[config.mk]
export PLATFORM = sky130hd
export DESIGN_NAME = pal_cfg_streamer
export DESIGN_NICKNAME = d
export VERILOG_FILES = /design/src/rtl/pal_cfg_streamer.sv
export SDC_FILE = /design/constraint.sdc
export NUM_CORES = 1
export LEC_CHECK = 0
export BUFFER_PORTS_ARGS = -buffer_cell sky130_fd_sc_hd__buf_4
export CORE_ASPECT_RATIO = 1.1
export CORE_UTILIZATION = 38
export CTS_CLUSTER_DIAMETER = 30
export CTS_CLUSTER_SIZE = 25
export DETAILED_ROUTE_END_ITERATION = 8
export PLACE_DENSITY_LB_ADDON = 0.15
export RECOVER_POWER = 50
export SETUP_SLACK_MARGIN = 0.15
export SYNTH_ARGS = -nofsm -noshare
export SYNTH_HDL_FRONTEND = slang
export SYNTH_SLANG_ARGS = --single-unit
[constraint.sdc]
create_clock -name clk -period 2.5 [get_ports clk]
set_input_delay 0.25 -clock clk [delete_from_list [all_inputs] [get_ports clk]]
set_output_delay 0.25 -clock clk [all_outputs]
set_load 0.1 [all_outputs]
[src/rtl/pal_cfg_streamer.sv]
// PAL configuration port transmitter: takes stream bytes over valid/ready, shifts them out on
// cfg_clk/cfg_data and raises cfg_en when done. Optional CRC-8 of sent bits under PAL_CFG_CRC_EN.
module pal_cfg_streamer #(
  parameter int unsigned CFG_BITS = 16,
  parameter int unsigned CLK_DIV  = 2
) (
  input  logic       clk,
  input  logic       res_n,
  input  logic       start,
  input  logic       abort,
  input  logic [7:0] byte_data,
  input  logic       byte_valid,
  output logic       byte_ready,
  output logic       cfg_clk,
  output logic       cfg_data,
  output logic       cfg_en,
  output logic       busy,
  output logic       done,
  output logic [7:0] crc
);

  localparam int unsigned CNT_W = $clog2(CFG_BITS + 1);
  localparam int unsigned DIV_W = (CLK_DIV > 1) ? $clog2(CLK_DIV) : 1;
  localparam logic [CNT_W-1:0] CNT_LAST = CNT_W'(CFG_BITS);
  localparam logic [DIV_W-1:0] DIV_LAST = DIV_W'(CLK_DIV - 1);

  typedef enum logic [1:0] {S_IDLE, S_LOAD, S_SHIFT, S_APPLIED} state_t;

  state_t           state_q, state_d;
  logic [CNT_W-1:0] bit_cnt_q, bit_cnt_d;
  logic [2:0]       byte_bit_q, byte_bit_d;
  logic [DIV_W-1:0] div_q, div_d;
  logic [7:0]       shift_q, shift_d;
  logic             byte_ready_d, cfg_clk_d, cfg_data_d, cfg_en_d, busy_d, done_d;

  logic             hs, div_end, rise, bit_end, last_bit, byte_end, start_ok;
  logic [CNT_W-1:0] cnt_inc;

  assign start_ok = start && ((state_q == S_IDLE) || (state_q == S_APPLIED));
  assign hs       = (state_q == S_LOAD) && byte_valid && byte_ready;
  assign div_end  = (div_q == DIV_LAST);
  assign rise     = (state_q == S_SHIFT) && div_end && !cfg_clk;
  assign bit_end  = (state_q == S_SHIFT) && div_end && cfg_clk;
  assign cnt_inc  = bit_cnt_q + CNT_W'(1);
  assign last_bit = (cnt_inc == CNT_LAST);
  assign byte_end = (byte_bit_q == 3'd7);

  // State register
  always_ff @(posedge clk or negedge res_n) begin
    if (!res_n) state_q <= S_IDLE;
    else        state_q <= state_d;
  end

  // Next-state logic; abort wins over everything
  always_comb begin
    state_d = state_q;
    if (abort) begin
      state_d = S_IDLE;
    end else begin
      case (state_q)
        S_IDLE:    if (start) state_d = S_LOAD;
        S_LOAD:    if (hs) state_d = S_SHIFT;
        S_SHIFT: begin
          if (bit_end) begin
            if (last_bit)      state_d = S_APPLIED;
            else if (byte_end) state_d = S_LOAD;
          end
        end
        S_APPLIED: if (start) state_d = S_LOAD;
        default:   state_d = S_IDLE;
      endcase
    end
  end

  // Next values for every registered output and datapath register
  always_comb begin
    bit_cnt_d    = bit_cnt_q;
    byte_bit_d   = byte_bit_q;
    div_d        = div_q;
    shift_d      = shift_q;
    byte_ready_d = byte_ready;
    cfg_clk_d    = cfg_clk;
    cfg_data_d   = cfg_data;
    cfg_en_d     = cfg_en;
    busy_d       = busy;
    done_d       = 1'b0;
    if (abort) begin
      bit_cnt_d    = '0;
      byte_bit_d   = '0;
      div_d        = '0;
      shift_d      = '0;
      byte_ready_d = 1'b0;
      cfg_clk_d    = 1'b0;
      cfg_data_d   = 1'b0;
      cfg_en_d     = 1'b0;
      busy_d       = 1'b0;
    end else begin
      case (state_q)
        S_IDLE, S_APPLIED: begin
          if (start) begin
            bit_cnt_d    = '0;
            byte_bit_d   = '0;
            div_d        = '0;
            byte_ready_d = 1'b1;
            cfg_clk_d    = 1'b0;
            cfg_data_d   = 1'b0;
            cfg_en_d     = 1'b0;
            busy_d       = 1'b1;
          end
        end
        S_LOAD: begin
          if (hs) begin
            shift_d      = byte_data;
            cfg_data_d   = byte_data[0];
            byte_bit_d   = '0;
            div_d        = '0;
            byte_ready_d = 1'b0;
          end
        end
        S_SHIFT: begin
          div_d = div_end ? '0 : div_q + DIV_W'(1);
          if (rise) cfg_clk_d = 1'b1;
          // Data only moves at the falling edge, so it is stable across the whole bit
          if (bit_end) begin
            cfg_clk_d  = 1'b0;
            shift_d    = {1'b0, shift_q[7:1]};
            bit_cnt_d  = cnt_inc;
            byte_bit_d = byte_bit_q + 3'd1;
            if (last_bit) begin
              cfg_data_d = 1'b0;
              cfg_en_d   = 1'b1;
              done_d     = 1'b1;
              busy_d     = 1'b0;
            end else if (byte_end) begin
              byte_ready_d = 1'b1;
            end else begin
              cfg_data_d = shift_q[1];
            end
          end
        end
        default: ;
      endcase
    end
  end

  // Datapath and output registers
  always_ff @(posedge clk or negedge res_n) begin
    if (!res_n) begin
      bit_cnt_q  <= '0;
      byte_bit_q <= '0;
      div_q      <= '0;
      shift_q    <= '0;
      byte_ready <= 1'b0;
      cfg_clk    <= 1'b0;
      cfg_data   <= 1'b0;
      cfg_en     <= 1'b0;
      busy       <= 1'b0;
      done       <= 1'b0;
    end else begin
      bit_cnt_q  <= bit_cnt_d;
      byte_bit_q <= byte_bit_d;
      div_q      <= div_d;
      shift_q    <= shift_d;
      byte_ready <= byte_ready_d;
      cfg_clk    <= cfg_clk_d;
      cfg_data   <= cfg_data_d;
      cfg_en     <= cfg_en_d;
      busy       <= busy_d;
      done       <= done_d;
    end
  end

`ifdef PAL_CFG_CRC_EN
  logic [7:0] crc_q;
  logic       crc_fb;

  assign crc_fb = crc_q[7] ^ cfg_data;

  // CRC-8 (poly 0x07) advanced on each cfg_clk rising edge with the bit being sampled
  always_ff @(posedge clk or negedge res_n) begin
    if (!res_n) begin
      crc_q <= 8'h00;
    end else if (!abort) begin
      if (start_ok)  crc_q <= 8'h00;
      else if (rise) crc_q <= {crc_q[6:0], 1'b0} ^ (crc_fb ? 8'h07 : 8'h00);
    end
  end

  assign crc = crc_q;
`else
  logic unused_start_ok;
  assign unused_start_ok = start_ok;
  assign crc = 8'h00;
`endif

endmodule

==> flow_summary.toml, run 1 <==
[status]
outcome = "complete, no violations"

[global_route]
grt_pass1_vias = 1145
grt_pass1_wl_um = 5180
grt_use_total_pct = 17.3
grt_max_degree = 25
antenna_found_initial = 0
overflow = 0

[timing]
timing.final.crit_period_ns = 2.09
setup_tns_ns = 0
setup_viol = 0
tightest_slew_ns = 1.28
grt_setup_unrepaired = "no"
period_share_pct = 83.4
fmax_mhz = 480
hold_viol_final = 0
relSlewSlack_pct = 15.0
finClkSkew_ns = 0.0104
final_max_slew_viol_count = 0
fin_ws_ns = 0.415

[flow_run]
maxCapViolations = 0

[final_layout]
fin_util_pct = 45.7
area_growth_pct = 14.7
instances_no_fill = 222
multiInputGateArea_sq_um = 739
n_antenna_cell = 0
drive_above_1_share_pct = 18.0
nets = 192
seq_area_sq_um = 601
fillCellCount = 362

[die]
dieArea_sq_um = 4050
die_y_um = 66.7
io_pins = 27
dieWidth_um = 60.8
initial_utilization_pct = 39.8
core_sq_um = 3630
placement_rows = 23

[drt]
wirelength_um = 2990
wl_per_cell_um = 13.5
drtAntennaViolNets = 0
drc = 0
first_pass_iters = 4
first_iter_violations = 68
vias_per_cell = 5.04
route.vias.total = 1118

[clocking]
cts_tree = "built"
numCtsBuffers = 3
cts_root_buf = "clkbuf_8"
htree_num_levels = 1
cts_setup_buffers = 0
hold_buffers = 1
clk_latency_ns = 0.27
path_clk_slew_ns = 0.09
clock_path_buffers = 2
cts_sinks = 24
cts_resized = 0

[worst_setup_path]
reg2reg_depth = 7
crit_path_start_kind = "flop"
cpPeakStageDelay_ns = 0.39
path_cells = "inv_1, ha_1, nor2b_1, a221o_1, buf_4, a31oi_1, mux2i_1"
critical_path.max_fanout = 14
cpMaxStageDelayCell = "dfrtp_1"
r2r-end = "cfg_data$_DFFE_PN0P_"
end_kind = "flop"
r2r_slack_ns = 0.41
path_class = "reg -> reg"
cp.required_ns = 2.70
r2r_start = "state_q[0]$_DFFE_PN0P_"
arrival_ns = 2.28

[place]
dpl.cell_count = 217
post-place-ws_ns = 0.416
io_buffer_count = 18
dp_hpwl_um = 2260
place_congestion = 0.828

[synthesis]
synth-seq-cells = 24
ys_seq_area_share_pct = 41.6
ys_warn_count = 0
synth_top_area_share_pct = 41.6
syn_area_per_cell_sq_um = 9.38
synth_area_leader_cell = "dfrtp_1"
synthCells = 154
yosys-top-cells-area = "dfrtp_1 (42%), nand2_1 (6.5%), mux2i_1 (6.2%)"
synth_area_sq_um = 1440
synth.distinct_cells = 37

[worst_hold_path]
hold_start = "byte_data[7]"
min_to = "shift_q[7]$_DFFE_PN0P_"
hold_depth = 3
hp-class = "in -> reg"

[power_and_ir_drop]
p_leak_nw = 0.758
total_power_mw = 1.61
p_per_area_nw_per_um2 = 974
max-vdd-ir-drop_v = 0.000401
-- registers in the layout, summed over array words and instances (netlist names), 2 cells and up --
signal,cells
shift_q,7
bit_cnt_q,5
state_q,2
byte_bit_q,3
-- metrics by stage --
| step | hold slack (ns) | instance area (sq um) |
|---|---|---|
| finish | 0.242 | 1660 |
| global route | 0.271 | 1660 |
| CTS | 0.238 | 1670 |
| detailed placement | 0.171 | 1590 |
| global placement | 0.168 | 1590 |
| floorplan | -0.0456 | 1470 |
-- cells by family (layout without fill, tap and decap cells) --
| group | count (synthesis) | in the layout | synth area share, % |
|---|---|---|---|
| multiplexers | 12 | 12 | 8.58 |
| buffers and inverters | 21 | 32 | 9.01 |
| AO/OA/AOI/OAI | 37 | 37 | 18.6 |
| adder cells (fa/ha/maj) | 6 | 6 | 5.20 |
| flip-flops | 24 | 24 | 41.6 |
| AND/OR/NAND/NOR | 53 | 53 | 16.7 |
| other | 1 | 8 | 0.260 |
-- synth_stat cells --
cell type  number
nor2b_1         3
a32oi_1         1
buf_1           1
a21o_1          1
buf_2           2
conb_1          1
o22ai_1         1
o21ai_0        10
nand3_1         4
and4b_1         1
a211o_1         1
a21bo_2         1
nand2b_1        2
buf_6           1
nand2_1        25
nor2_1          9
o31ai_1         6
a21oi_1         6
a2111oi_4       1
a311oi_1        1
or2_2           2
inv_1           4
dfrtp_1        24
a31oi_1         3
nor3b_1         1
a221o_1         1
or2_1           1
clkbuf_1        2
o22a_1          2
nor3_1          4
ha_1            6
and3_1          1
a22oi_1         1
mux2_2          3
a31oi_2         1
mux2i_1         9
buf_4          11
-- worst max path at each step --
stage / start / end / slack (ns)
after floorplan: cfg_clk$_DFFE_PN0P_ / cfg_data$_DFFE_PN0P_ / 0.36
after global placement: state_q[0]$_DFFE_PN0P_ / cfg_data$_DFFE_PN0P_ / 0.45
after detailed placement: state_q[0]$_DFFE_PN0P_ / cfg_data$_DFFE_PN0P_ / 0.42
after CTS: state_q[0]$_DFFE_PN0P_ / cfg_data$_DFFE_PN0P_ / 0.41
after global routing: state_q[0]$_DFFE_PN0P_ / bit_cnt_q[4]$_DFFE_PN0P_ / 0.19
final: state_q[0]$_DFFE_PN0P_ / cfg_data$_DFFE_PN0P_ / 0.41
-- cells in the final DEF, fill, tap and decap left out, types with 4 or more instances in the layout --
master and instances:
clkbuf_1 4, nor3_1 4, inv_1 4, nand3_1 4
conb_1 8, nand2_1 25, o21ai_0 10, buf_4 19
dfrtp_1 24, nor2_1 9, ha_1 6, mux2i_1 9
o31ai_1 6, a21oi_1 6
-- where the power goes --
group	internal, mW	total, mW	switching [mW]
clock	0.214	0.338	0.124
combinational	0.271	0.756	0.485
sequential	0.461	0.519	0.0581
total	0.946	1.61	0.667
-- critical path: cells and delay by family (launching register included) --
kind | cells | cell delay [ns]
AND/OR/NAND/NOR | 1 | 0.23
adder cells (fa/ha/maj) | 1 | 0.37
buffers and inverters | 2 | 0.25
multiplexers | 1 | 0.20
AO/OA/AOI/OAI | 2 | 0.58
flip-flops | 1 | 0.39
-- metal layers --
metal | share of wire, % | routed length [um] | GRT usage, %
met3 | 4.1 | 124 | 3.30
met1 | 44 | 1320 | 20.3
met4 | 1.3 | 38 | 6.82
met5 | 0 | 0 | 0
met2 | 50 | 1510 | 30.2
-- area by class of cell --
cell class	count	share of cell area, %
Multi-Input combinational cell	116	44.6
Sequential cell	24	36.3
Timing Repair Buffer	24	10.1
Tap cell	50	3.78
Clock buffer	3	2.49
Clock inverter	1	1.81
Inverter	4	0.906
(Power assumes the default switching activity.)
==> run 2, diff against run 1 <==
clock period = 1.89 ns   (was 2.5 ns; I/O delays follow)
==> run 2 against run 1 <==
  * Clock skew is 0.0069 ns lower
  * Largest cell class unchanged
  * Final area increased by 13%
  * Combinational power increased by 87%
  * Largest power group unchanged
  * Global-route usage up 1.6 points
  * Critical path type unchanged
  * Die area unchanged
  * Maximum frequency up 17%
  * Clock power shrank 11%
  * Register-to-register slack lost 0.31 ns
  * Routed wire length up 16%
  * Non-clock buffer count increased by 12
  * Cell count increased by 5.4%
  * Via count is 11% higher
==> flow_summary.toml, run 2 (synthesized netlist as in run 1, its figures left out) <==
[worst_setup_path]
path_cells = "ha_4, nor3b_1, a221o_2, a21oi_2, mux2_4"
crit_family = "compound AO/OA/AOI/OAI gates"
cpMaxStageDelayCell = "dfrtp_1"
cp-startpoint = "state_q[1]$_DFFE_PN0P_"
path_class = "reg -> reg"
r2r_slack_ns = 0.11
end_kind = "flop"
cpPeakStageDelay_ns = 0.44
cp_num_cells = 5
reg2reg_depth = 5
path_buf_inv = 0
crit_path_start_kind = "flop"
r2r_start = "state_q[1]$_DFFE_PN0P_"
arrival_ns = 1.94
cp.required_ns = 2.05
critical_path.max_fanout = 6
r2r-end = "state_q[0]$_DFFE_PN0P_"
endpoint = "state_q[0]$_DFFE_PN0P_"

[timing]
relSlewSlack_pct = 63.8
final_max_slew_viol_count = 0
period_share_pct = 94.4
fmax_mhz = 561
hold_viol_final = 0
setup_tns_ns = 0
finClkSkew_ns = 0.00350
fin_hold_ws_ns = 0.154
setup_viol = 0
timing.final.crit_period_ns = 1.78
grt_setup_unrepaired = "yes"
tightest_slew_ns = 0.545
fin_ws_ns = 0.106

[power_and_ir_drop]
p_seq_share_pct = 29.1
p_clk_share_pct = 12.5
intPower_mw = 1.38
p_per_area_nw_per_um2 = 1290
p_leak_nw = 0.841
swShare_pct = 42.8
total_power_mw = 2.42
max-vdd-ir-drop_v = 0.000428
p_switching_mw = 1.04
power_frac_comb_pct = 58.5

[drt]
first_pass_iters = 4
wl_per_cell_um = 14.9
first_iter_violations = 63
route.vias.total = 1239
drtAntennaViolNets = 0
vias_per_cell = 5.29
drc = 0
wirelength_um = 3480

[global_route]
antenna_found_initial = 0
grt_max_degree = 25
overflow = 0
grt_pass1_wl_um = 5540
grt_pass1_vias = 1197
grt_use_total_pct = 18.8

[die]
placement_rows = 23
initial_utilization_pct = 39.8
core_sq_um = 3630
dieWidth_um = 60.8
io_pins = 27
dieArea_sq_um = 4050
die_y_um = 66.7

[final_layout]
fillCellCount = 367
fin_util_pct = 51.5
drive_above_1_share_pct = 33.7
area_growth_pct = 29.3
largest_register = "shift_q"
reg_top3 = "shift_q: 7 flops, bit_cnt_q: 5 flops, byte_bit_q: 3 flops"
mostFrequentLayoutCells = "buf_4 (28), nand2_1 (25), dfrtp_1 (22)"
n_antenna_cell = 0
largest_reg_flops = 7
nets = 205
layout_commonest_cell = "buf_4"

[flow_run]
maxCapViolations = 0

[clocking]
cts_root_buf = "clkbuf_8"
path_clk_slew_ns = 0.08
clk_latency_ns = 0.27
clock_path_buffers = 2
numCtsBuffers = 3
htree_num_levels = 1
cts_sinks = 24
cts_tree = "built"

[worst_hold_path]
hp-class = "in -> reg"
hold_start = "byte_data[7]"

[place]
io_buffer_count = 18
place_congestion = 0.844
dp_hpwl_um = 2340
post-place-ws_ns = 0.0106

[status]
outcome = "complete, no violations"
run 2: area by class of cell:
cell class / instances / area, sq um / share of cell area, %
Timing Repair Buffer: 36 / 303 / 16.2
Inverter: 4 / 15.0 / 0.804
Sequential cell: 24 / 608 / 32.6
Clock buffer: 3 / 41.3 / 2.21
Tap cell: 50 / 62.6 / 3.35
Multi-Input combinational cell: 117 / 837 / 44.8
run 2: worst min-delay path by stage:
stage,endpoint,slack [ns],cells after the start
detailed placement,bit_cnt_q[2]$_DFFE_PN0P_,0.11,1
CTS,shift_q[7]$_DFFE_PN0P_,0.16,3
finish,shift_q[7]$_DFFE_PN0P_,0.15,3
floorplan,bit_cnt_q[0]$_DFFE_PN0P_,-0.11,0
global placement,bit_cnt_q[0]$_DFFE_PN0P_,0.11,1
global route,shift_q[7]$_DFFE_PN0P_,0.18,3
run 2: what timing repair did:
item | CTS | global route
cloned | 1 | 1
setup buffers | 5 | 1
hold buffers | 1 | 0
hold endpoints to repair | 24 | 0
endpoints found under the setup margin | 11 | 19
pin swaps | 3 | 4
gates resized for setup | 10 | 10
run 2: stage by stage:
stage,cell area (sq um),cells
5_1_grt,1870,234
3_5_place_dp,1680,222
2_1_floorplan,1520,161
3_3_place_gp,1680,222
6_report,1870,234
4_1_cts,1810,232
run 2: power by group through the flow:
stage	registers [mW]	clock network, mW	logic (mW)
6_report	0.702	0.302	1.41
4_1_cts	0.699	0.320	1.28
5_1_grt	0.716	0.341	1.51
3_5_place_dp	0.710	0	1.12
2_1_floorplan	0.844	0	0.753
3_3_place_gp	0.704	0	1.10
run 2: per-layer routing:
metal | vias up | global-route usage, % | share of wire, %
li1 | 587 | - | -
met1 | 616 | 21.9 | 42
met2 | 27 | 32.7 | 52
met3 | 9 | 3.30 | 3.0
met4 | 0 | 9.09 | 2.2
met5 | - | 0 | 0
run 2: worst reg2reg max path: stages (launching register included):
cell	delay [ns]
dfrtp_1	0.44
ha_4	0.27
nor3b_1	0.13
a221o_2	0.38
a21oi_2	0.15
mux2_4	0.31
==> run 3, diff against run 2 <==
CORE_MARGIN = 2   (was unset)
CORE_UTILIZATION = 49   (was 38)
==> run 3 against run 2 <==
  * Total power shrank 1.7%
  * Critical endpoint unchanged
  * Largest power group unchanged
  * Final area fell by 2.8%
  * Cell count is 6.0% lower
  * Highest routed layer unchanged
==> flow_summary.toml, run 3 (synthesized netlist as in run 1, its figures left out) <==
[final_layout]
n_antenna_cell = 0
largest_reg_flops = 7
mostFrequentLayoutCells = "buf_4 (30), nand2_1 (25), dfrtp_1 (22)"
nets = 207
largest_register = "shift_q"
area_growth_pct = 25.6
drive_above_1_share_pct = 33.7
fillCellCount = 241
reg_top3 = "shift_q: 7 flops, bit_cnt_q: 5 flops, byte_bit_q: 3 flops"
layout_commonest_cell = "buf_4"

[drt]
first_pass_iters = 4
wl_per_cell_um = 14.3
first_iter_violations = 22
vias_per_cell = 5.53
drtAntennaViolNets = 0
route.vias.total = 1216
wirelength_um = 3150
drc = 0

[clocking]
clk_latency_ns = 0.33
numCtsBuffers = 3
path_clk_slew_ns = 0.14
htree_num_levels = 1
clock_path_buffers = 2
cts_sinks = 24
cts_tree = "built"
cts_root_buf = "clkbuf_4"

[power_and_ir_drop]
total_power_mw = 2.38
power_frac_comb_pct = 60.5
p_per_area_nw_per_um2 = 1310
p_seq_share_pct = 29.3
intPower_mw = 1.36
swShare_pct = 42.8
p_switching_mw = 1.02
p_leak_nw = 0.834
p_clk_share_pct = 10.2
max-vdd-ir-drop_v = 0.000772

[timing]
fin_hold_ws_ns = 0.0911
relSlewSlack_pct = 14.7
tightest_slew_ns = 1.28
fin_ws_ns = 0.0759
setup_tns_ns = 0
grt_setup_unrepaired = "yes"
final_max_slew_viol_count = 0
fmax_mhz = 551
hold_viol_final = 0
setup_viol = 0
finClkSkew_ns = 0.0153
timing.final.crit_period_ns = 1.81
period_share_pct = 96.0

[die]
io_pins = 27
initial_utilization_pct = 52.0
dieWidth_um = 55.8
placement_rows = 20
core_sq_um = 2780
die_y_um = 60.9
dieArea_sq_um = 3400

[worst_setup_path]
arrival_ns = 2.04
cp-startpoint = "state_q[0]$_DFFE_PN0P_"
path_class = "reg -> reg"
crit_path_start_kind = "flop"
r2r_start = "state_q[0]$_DFFE_PN0P_"
cp.required_ns = 2.12
critical_path.max_fanout = 8
end_kind = "flop"

[place]
post-place-ws_ns = 0.0405
place_congestion = 0.716
io_buffer_count = 18
dp_hpwl_um = 2100

[worst_hold_path]
hp-class = "in -> reg"
hold_start = "byte_data[7]"

[global_route]
antenna_found_initial = 0
grt_use_total_pct = 20.4
overflow = 0
grt_pass1_wl_um = 5350
grt_max_degree = 25
grt_pass1_vias = 1150

[status]
outcome = "complete, no violations"

[flow_run]
maxCapViolations = 0
## run 3: cell count changes in the layout (fill, tap and decap cells not counted), sizes merged
cell / previous run / this run
a31oi: 5 / 4
buf: 31 / 34
clkbuf: 7 / 8
## run 3: stage by stage
| step | cell area, sq um | std cells | util, % |
|---|---|---|---|
| 6_report | 1810 | 220 | 65.3 |
| 5_1_grt | 1810 | 220 | 65.3 |
| 4_1_cts | 1740 | 214 | 62.6 |
| 3_5_place_dp | 1630 | 203 | 58.6 |
| 3_3_place_gp | 1630 | 203 | 58.6 |
| 2_1_floorplan | 1520 | 161 | - |
## run 3: metal layers
layer  routed length [um]  vias up  part of all wire [%]  track usage (%)
met5                    0        -                     0                0
met4                   51        0                   1.6             8.36
met3                  118        5                   3.8             2.13
met2                 1570       32                    50             36.2
met1                 1410      581                    45             26.0
li1                     -      598                     -                -
## run 3: layout make-up
class	instances	area, sq um	area share (%)
multi-input combinational	116	816	45.0
tap	33	41.3	2.28
inverter	4	15.0	0.828
timing repair buffer	39	308	17.0
sequential	24	608	33.5
clock buffer	4	26.3	1.45
## run 3: worst paths after layout
check | depth (start not counted) | slack (ns) | end
max | 6 | 0.08 | state_q[0]$_DFFE_PN0P_
min | 3 | 0.09 | shift_q[7]$_DFFE_PN0P_
max reg2reg | 6 | 0.08 | state_q[0]$_DFFE_PN0P_
min reg2reg | 2 | 0.50 | shift_q[7]$_DFFE_PN0P_
max in group asynchronous | 2 | 0.34 | byte_ready$_DFFE_PN0P_
min in group asynchronous | 2 | 0.64 | cfg_data$_DFFE_PN0P_
## run 3: power groups by stage
stage	Sequential, mW	Clock [mW]	Combinational [mW]
floorplan	0.844	0	0.753
global placement	0.702	0	1.09
detailed placement	0.705	0	1.11
CTS	0.694	0.246	1.25
global route	0.708	0.264	1.55
finish	0.696	0.242	1.44
## run 3: critical path, stage by stage, from the launching register on
cell     delay (ns)
dfrtp_1        0.44
inv_2          0.06
ha_4           0.19
nor2b_4        0.13
a221o_2        0.42
a21oi_2        0.16
mux2_4         0.32
## run 3: repair_timing
item | CTS | global route
gates resized for setup | 9 | 14
endpoints found under the hold margin | 24 | 0
hold buffers | 1 | 0
setup endpoints to repair | 13 | 21
cloned | 1 | 0
buffers inserted | 5 | 6
pin swaps | 3 | 4
